`src/rtl/seg_decode_regbank.sv`:
```
`default_nettype none
// ============================================================================
//  Module   : seg_decode_regbank
//  Purpose  : Decode-stage register file with N_RD write-first read ports,
//             load-use hazard detection, multi-cycle stall FSM and flush.
//  Options  : DECODE_DEBUG_PORT_EN adds a combinational register dump port.
//  Revision : 1.0
// ============================================================================
module seg_decode_regbank #(
    parameter int LEN          = 32,
    parameter int NB_ADDR      = 5,
    parameter int NB_REG       = 32,
    parameter int N_RD         = 2,
    parameter int STALL_CYCLES = 1
) (
    input  logic                               i_clk,
    input  logic                               i_rst,
    input  logic                               i_valid,
    input  logic [N_RD*NB_ADDR-1:0]            i_rd_addr,
    input  logic [N_RD-1:0]                    i_rd_use,
    input  logic                               i_RegWrite,
    input  logic [NB_ADDR-1:0]                 i_write_reg,
    input  logic [LEN-1:0]                     i_write_data,
    input  logic                               i_MemRead_ex,
    input  logic [NB_ADDR-1:0]                 i_rt_ex,
    input  logic                               i_flush,
`ifdef DECODE_DEBUG_PORT_EN
    input  logic [NB_ADDR-1:0]                 i_dbg_addr,
    output logic [LEN-1:0]                     o_dbg_data,
`endif
    output logic [N_RD*LEN-1:0]                o_rd_data,
    output logic                               o_valid,
    output logic                               o_stall_flag,
    output logic [$clog2(STALL_CYCLES+1)-1:0]  o_stall_cnt
);

    localparam int                 CNT_W       = $clog2(STALL_CYCLES + 1);
    localparam logic [NB_ADDR:0]   c_REG_LIMIT = (NB_ADDR + 1)'(NB_REG);
    localparam logic [CNT_W-1:0]   c_CNT_LOAD  = CNT_W'(STALL_CYCLES - 1);
    localparam logic [CNT_W-1:0]   c_CNT_LAST  = CNT_W'(1);

    typedef enum logic [0:0] {
        ST_IDLE  = 1'b0,
        ST_STALL = 1'b1
    } state_t;

    state_t              r_state_q;
    logic [CNT_W-1:0]    r_cnt_q;
    logic [LEN-1:0]      r_regs_q [NB_REG];
    logic [N_RD*LEN-1:0] r_rd_data_q;
    logic                r_valid_q;

    logic                w_we;
    logic [N_RD-1:0]     w_hit;
    logic                w_hazard;
    logic                w_stall;
    logic [N_RD*LEN-1:0] w_rd_data_d;

    // Register 0 and addresses past the bank are never stored or read back.
    function automatic logic addr_ok(input logic [NB_ADDR-1:0] a);
        return (a != '0) && ({1'b0, a} < c_REG_LIMIT);
    endfunction

    assign w_we = i_RegWrite && addr_ok(i_write_reg);

    generate
        for (genvar k = 0; k < N_RD; k++) begin : g_rd_port
            logic [NB_ADDR-1:0] w_addr;
            logic [LEN-1:0]     w_port_data;

            assign w_addr = i_rd_addr[k*NB_ADDR +: NB_ADDR];

            always_comb begin
                w_port_data = '0;
                if (addr_ok(w_addr)) begin
                    if (w_we && (i_write_reg == w_addr)) begin
                        w_port_data = i_write_data;
                    end else begin
                        w_port_data = r_regs_q[w_addr];
                    end
                end
            end

            assign w_rd_data_d[k*LEN +: LEN] = w_port_data;
            assign w_hit[k] = i_rd_use[k] && (w_addr == i_rt_ex);
        end
    endgenerate

    assign w_hazard = i_valid && i_MemRead_ex && (i_rt_ex != '0) && (|w_hit);
    assign w_stall  = (r_state_q == ST_STALL) || w_hazard;

    assign o_stall_flag = !i_rst && !i_flush && w_stall;
    assign o_stall_cnt  = (r_state_q == ST_STALL) ? r_cnt_q : '0;
    assign o_rd_data    = r_rd_data_q;
    assign o_valid      = r_valid_q;

    always_ff @(posedge i_clk) begin
        if (i_rst) begin
            for (int i = 0; i < NB_REG; i++) begin
                r_regs_q[i] <= '0;
            end
        end else if (w_we) begin
            r_regs_q[i_write_reg] <= i_write_data;
        end
    end

    // Read capture is frozen during a bubble and refreshed on the resume edge.
    always_ff @(posedge i_clk) begin
        if (i_rst) begin
            r_state_q   <= ST_IDLE;
            r_cnt_q     <= '0;
            r_rd_data_q <= '0;
            r_valid_q   <= 1'b0;
        end else if (i_flush) begin
            r_state_q   <= ST_IDLE;
            r_cnt_q     <= '0;
            r_valid_q   <= 1'b0;
        end else if (r_state_q == ST_STALL) begin
            r_valid_q <= 1'b0;
            if (r_cnt_q == c_CNT_LAST) begin
                r_state_q <= ST_IDLE;
                r_cnt_q   <= '0;
            end else begin
                r_cnt_q   <= r_cnt_q - c_CNT_LAST;
            end
        end else if (w_hazard) begin
            r_valid_q <= 1'b0;
            if (STALL_CYCLES > 1) begin
                r_state_q <= ST_STALL;
                r_cnt_q   <= c_CNT_LOAD;
            end
        end else begin
            r_rd_data_q <= w_rd_data_d;
            r_valid_q   <= i_valid;
        end
    end

`ifdef DECODE_DEBUG_PORT_EN
    assign o_dbg_data = addr_ok(i_dbg_addr) ? r_regs_q[i_dbg_addr] : '0;
`endif

endmodule
`default_nettype wire

```
`config.mk`:
```
export PLATFORM = sky130hd
export DESIGN_NAME = seg_decode_regbank
export DESIGN_NICKNAME = d
export VERILOG_FILES = /design/src/rtl/seg_decode_regbank.sv
export SDC_FILE = /design/constraint.sdc
export NUM_CORES = 2
export LEC_CHECK = 0
export CORE_UTILIZATION = 40
export CTS_CLUSTER_SIZE = 20
export DETAILED_ROUTE_END_ITERATION = 8
export PLACE_DENSITY_LB_ADDON = 0.25
export RECOVER_POWER = 100
export SYNTH_ARGS = -nofsm -noshare
export SYNTH_HDL_FRONTEND = slang
export SYNTH_SLANG_ARGS = --single-unit
```
`constraint.sdc`:
```
create_clock -name i_clk -period 3.1 [get_ports i_clk]
set_input_delay 0.62 -clock i_clk [delete_from_list [all_inputs] [get_ports i_clk]]
set_output_delay 0.62 -clock i_clk [all_outputs]
set_load 0.02 [all_outputs]
```
Yosys cells after proc, flatten, opt, wreduce, memory -nomap -nowiden --
Memories as Yosys holds them, arrays and structs flattened. Index checks and enable logic that the tools add are counted.
Storage, ports and cells: bits in registers 67, output and inout bits 67, memories kept 1, word-level logic and storage cells 51, bits of input ports 60, RAM bits 1024
Operators by class: reduce and logical (&&, ||, !) cells 23, muxes and demuxes 15, equality and inequality tests 4, add/subtract/negate cells 1, bitwise logic cells 3
Memory list:
- r_regs_q | depth 32, bits a word 32, rd ports 2, clocked after Yosys merged registers in 0, write ports 32, line 49 | logic [LEN-1:0] r_regs_q [NB_REG];
Operators by type and width (number):
- 2-to-1 mux 32 bit | 5
- OR reduction 32 bit | 1
- == test 5 bit | 4
- nonzero test 5 bit | 4
- logical AND 1 bit | 10
- 2-to-1 mux 1 bit | 9
- 2-to-1 mux 5 bit | 1
- OR reduction 2 bit | 2
- OR reduction 4 bit | 1
- NOT 1 bit | 3
- AND reduction 3 bit | 1
- OR reduction 3 bit | 1
- logical NOT 1 bit | 2
- logical OR 1 bit | 1
- subtractor 1 bit (second input constant) | 1

Depth between registers and ports, before layout --
depth in word-level cells 7, gate-level depth with buffers 10, mapped depth without buffers 6

Least setup slack after synthesis --
Ideal clock, no wire load.
path kind input to register, from in i_rd_addr[5], to reg r_rd_data_q[32] (netlist: o_rd_data[32]), buffers on the path 2, data arrival time 2.686 ns, required time 2.978 ns, cell stages on the path 7, setup time 0.122 ns, path slack 0.292 ns, cell sequence buf_6 buf_1 mux4_2 mux4_2 mux2i_1 nor3_1 a221o_1
Between the ends: word-level cells in the longest chain between the ends 6, elaborated cells between the ends (all ways) 12, classes of those cells eq/ne (2); mux (2); bitwise (1); reduce/logical (6); memory (1)
RTL lines:
- start, declared | line 19 | input logic [N_RD*NB_ADDR-1:0] i_rd_addr,
- parallel branches: the longest is 6 deep, another holds memory read (32 x 32 bit)
- end signal, assigned | line 133 | r_rd_data_q <= w_rd_data_d;
- end, declared | line 50 | logic [N_RD*LEN-1:0] r_rd_data_q;
Several ways; the timed one is not identified. A chain may end at the register's enable or synchronous reset.

==> flow_metrics.env <==
export IMPL_place_ws_ns=-0.2165
export IMPL_initial_core_util_pct=40.50
export IMPL_layout_min_cycle_time_ns=3.137
export IMPL_clock_latency_ns=0.78
export IMPL_peakVddDrop_uv=519.8
export IMPL_die_h_um=378.6
export IMPL_root_buffer="clkbuf_16"
export IMPL_grt_pass1_wl_um=295900
export IMPL_final_setup_worst_slack_ns=-0.03718
export IMPL_ys_ff_latch=1091
export IMPL_drive_gt1_share_pct=24.43
export IMPL_syn_to_final_growth_pct=16.98
export IMPL_status="complete, but fails checks"
export IMPL_max_freq_ghz=0.3188
export IMPL_wl_um=214900
export IMPL_fin_area_sq_um=66360
export IMPL_hold_class="in -> reg"
export IMPL_pin_count=127
export IMPL_die_w_um=378.6
export IMPL_finalCritPeriodShare_pct=101.2
export IMPL_fin_skew_ns=0.04309
export IMPL_grt_pass1_vias=37349
export IMPL_overflow=0
export IMPL_fin_util_pct=47.38
export IMPL_fin_nets=4112
export IMPL_cts_tree="built"
export IMPL_wl_per_cell_um=35.59
export IMPL_rsz0062_at_grt="no"
export IMPL_top_layer="met5"
export IMPL_drc=0
export IMPL_cts_htree_levels=3
export IMPL_numCtsBuffers=115
export IMPL_antenna_found_initial=30
export IMPL_cp_required_ns=3.56
export IMPL_slew_violations=64
export IMPL_final_antenna_net_count=0
export IMPL_cts_hold_buffers=0
export IMPL_finalHoldViolations=0
export IMPL_synth_distinct_cells=49
export IMPL_end_kind="flip-flop"
export IMPL_vias=38101
export IMPL_synth_cells=3840
export IMPL_placementRows=137
export IMPL_cp_start_kind="input port"
export IMPL_place_congestion=0.8800
export IMPL_die_area_sq_um=143300
export IMPL_met2_length_um=96460
export IMPL_synth_edf_count=1024
export IMPL_yosysWarnings=0
export IMPL_gr_usage_all_layers_pct=29.96
export IMPL_coreArea_sq_um=140000
export IMPL_synth_main_ff_cell="edfxtp_1"
export IMPL_io_buffers=126
export IMPL_wl_met1_um=83260
export IMPL_syn_area_per_cell_sq_um=14.77
export IMPL_via_per_inst=6.310
export IMPL_path_clk_slew_ns=0.06
export IMPL_slew_headroom_pct=-62.82
export IMPL_synth_area_sq_um=56720
export IMPL_final_setup_tns_ns=-0.8649
export IMPL_crit_fanout=63
export IMPL_async_reset_ff_share_pct=0
export IMPL_worstMarginPinSlew_ns=2.442
export IMPL_cts_buffer_depth=3
export IMPL_crit_arrival_ns=3.60
export IMPL_p_leak_nw=23.22
export IMPL_clock_sinks=1091
export IMPL_drv_cap=1
export IMPL_drtIter0Drc=5946
export IMPL_dpl_cell_area_sq_um=63520
export IMPL_yosysSeqAreaShare_pct=56.57
export IMPL_setup_viol=70
export IMPL_violations="max-capacitance violations, max-slew violations, negative setup slack"
export IMPL_hpwl_um=132800
export IMPL_dr_wl_met3_um=26560
export IMPL_crit_type="in -> reg"
export IMPL_drt_pass1_iterations=5
export IMPL_grt_max_degree=67
export IMPL_power_density_nw_per_um2=542.6
## per-stage QoR
step | hold WS (ns) | total power [mW] | std cells
3_5_place_dp | 0.4649 | 22.42 | 5811
5_1_grt | 0.3367 | 36.81 | 6031
3_3_place_gp | 0.4519 | 22.36 | 5811
4_1_cts | 0.2935 | 36.12 | 6027
2_1_floorplan | 0.4340 | 20.13 | 3871
6_report | 0.3464 | 36.01 | 6038
## where the power goes
group | internal (mW) | leakage (nW) | switching [mW]
clock | 7.76 | 1.83 | 6.16
combinational | 2.03 | 11.1 | 2.61
sequential | 16.9 | 10.3 | 0.500
total | 26.7 | 23.2 | 9.27
## layout make-up
class / instances / area (sq um)
antenna: 11 / 27.53
fill: 12025 / 73690
timing repair buffer: 471 / 4840
sequential: 1091 / 32090
multi-input combinational: 2368 / 23320
clock inverter: 48 / 440.4
clock buffer: 168 / 3277
tap: 1876 / 2347
inverter: 5 / 18.77
## timing repair
item / 4_1_cts / 5_1_grt
setup endpoints to repair: 1 / 1
gates resized for setup: 1 / 2
hold endpoints to repair: 0 / 0
setup buffers: 0 / 0
## cell families (layout without fill, tap and decap cells)
kind of cell              Yosys count  after routing  share of synthesized area (%)
and+or+nand+nor                  1257           1257                          13.15
DFF                              1091           1091                          56.57
muxes                             730            730                          22.90
buffers and inverters             412            692                          2.945
AOI/OAI and AO/OA                 328            328                          4.107
xor gates and xnor gates           21             21                         0.3243
other                               1             43                       0.006611
## state kept, by name (all words and copies together) (netlist names)
register and flops:
o_rd_data 64, o_valid 1, r_cnt_q 1, r_regs_q 1024, r_state_q 1
## per-layer routing
| metal | up-vias | GRT usage [%] |
|---|---|---|
| li1 | 15149 | - |
| met1 | 19797 | 41.55 |
| met2 | 2676 | 45.77 |
| met3 | 473 | 7.045 |
| met4 | 6 | 11.03 |
| met5 | - | 0.5489 |
## synth_stat cells (4+ instances only)
library cell	n	share of area, %
a211oi_1	32	0.42
a21oi_1	39	0.34
a221o_1	32	0.56
a22oi_1	31	0.41
a31oi_1	31	0.34
a32o_1	32	0.56
and2_1	994	11
buf_1	25	0.17
buf_2	57	0.50
buf_4	6	0.079
buf_6	4	0.079
clkbuf_1	315	2.1
dfxtp_1	67	2.4
edfxtp_1	1024	54
mux2i_1	276	4.9
mux4_2	454	18
nand2_1	6	0.040
nand3_1	30	0.26
nand3b_1	5	0.066
nor2_1	131	0.87
nor3_1	38	0.34
o211ai_1	9	0.12
o21ai_0	24	0.21
o22ai_1	88	0.97
or2_2	32	0.35
xnor2_1	8	0.12
xor2_1	13	0.20
## layout by cell type, fill, tap and decap left out, drive strengths merged, types with 36 or more instances in the layout
master	netlist	final
clkinv	0	36
and2	994	994
dlygate4sd3	0	68
mux4	454	454
nor3	38	38
mux2i	276	276
edfxtp	1024	1024
a21oi	40	40
nor2	131	131
dfxtp	67	67
clkbuf	315	264
clkdlybuf4s50	0	47
o22ai	88	88
buf	92	260
## final timing paths
check            start         endpoint  slack (ns)  depth (start not counted)
max              i_rst  r_regs_q[9][21]       -0.04                          4
max reg2reg  r_state_q    o_rd_data[27]        0.84                          6
min reg2reg    r_cnt_q        r_state_q        0.47                          1
min              i_rst          o_valid        0.35                          3
## critical path, stage by stage
cell and delay, ns:
buf_4 0.19, clkbuf_2 1.77, or2_0 0.66, clkbuf_2 0.33
Power figures use the tool's default switching activity.
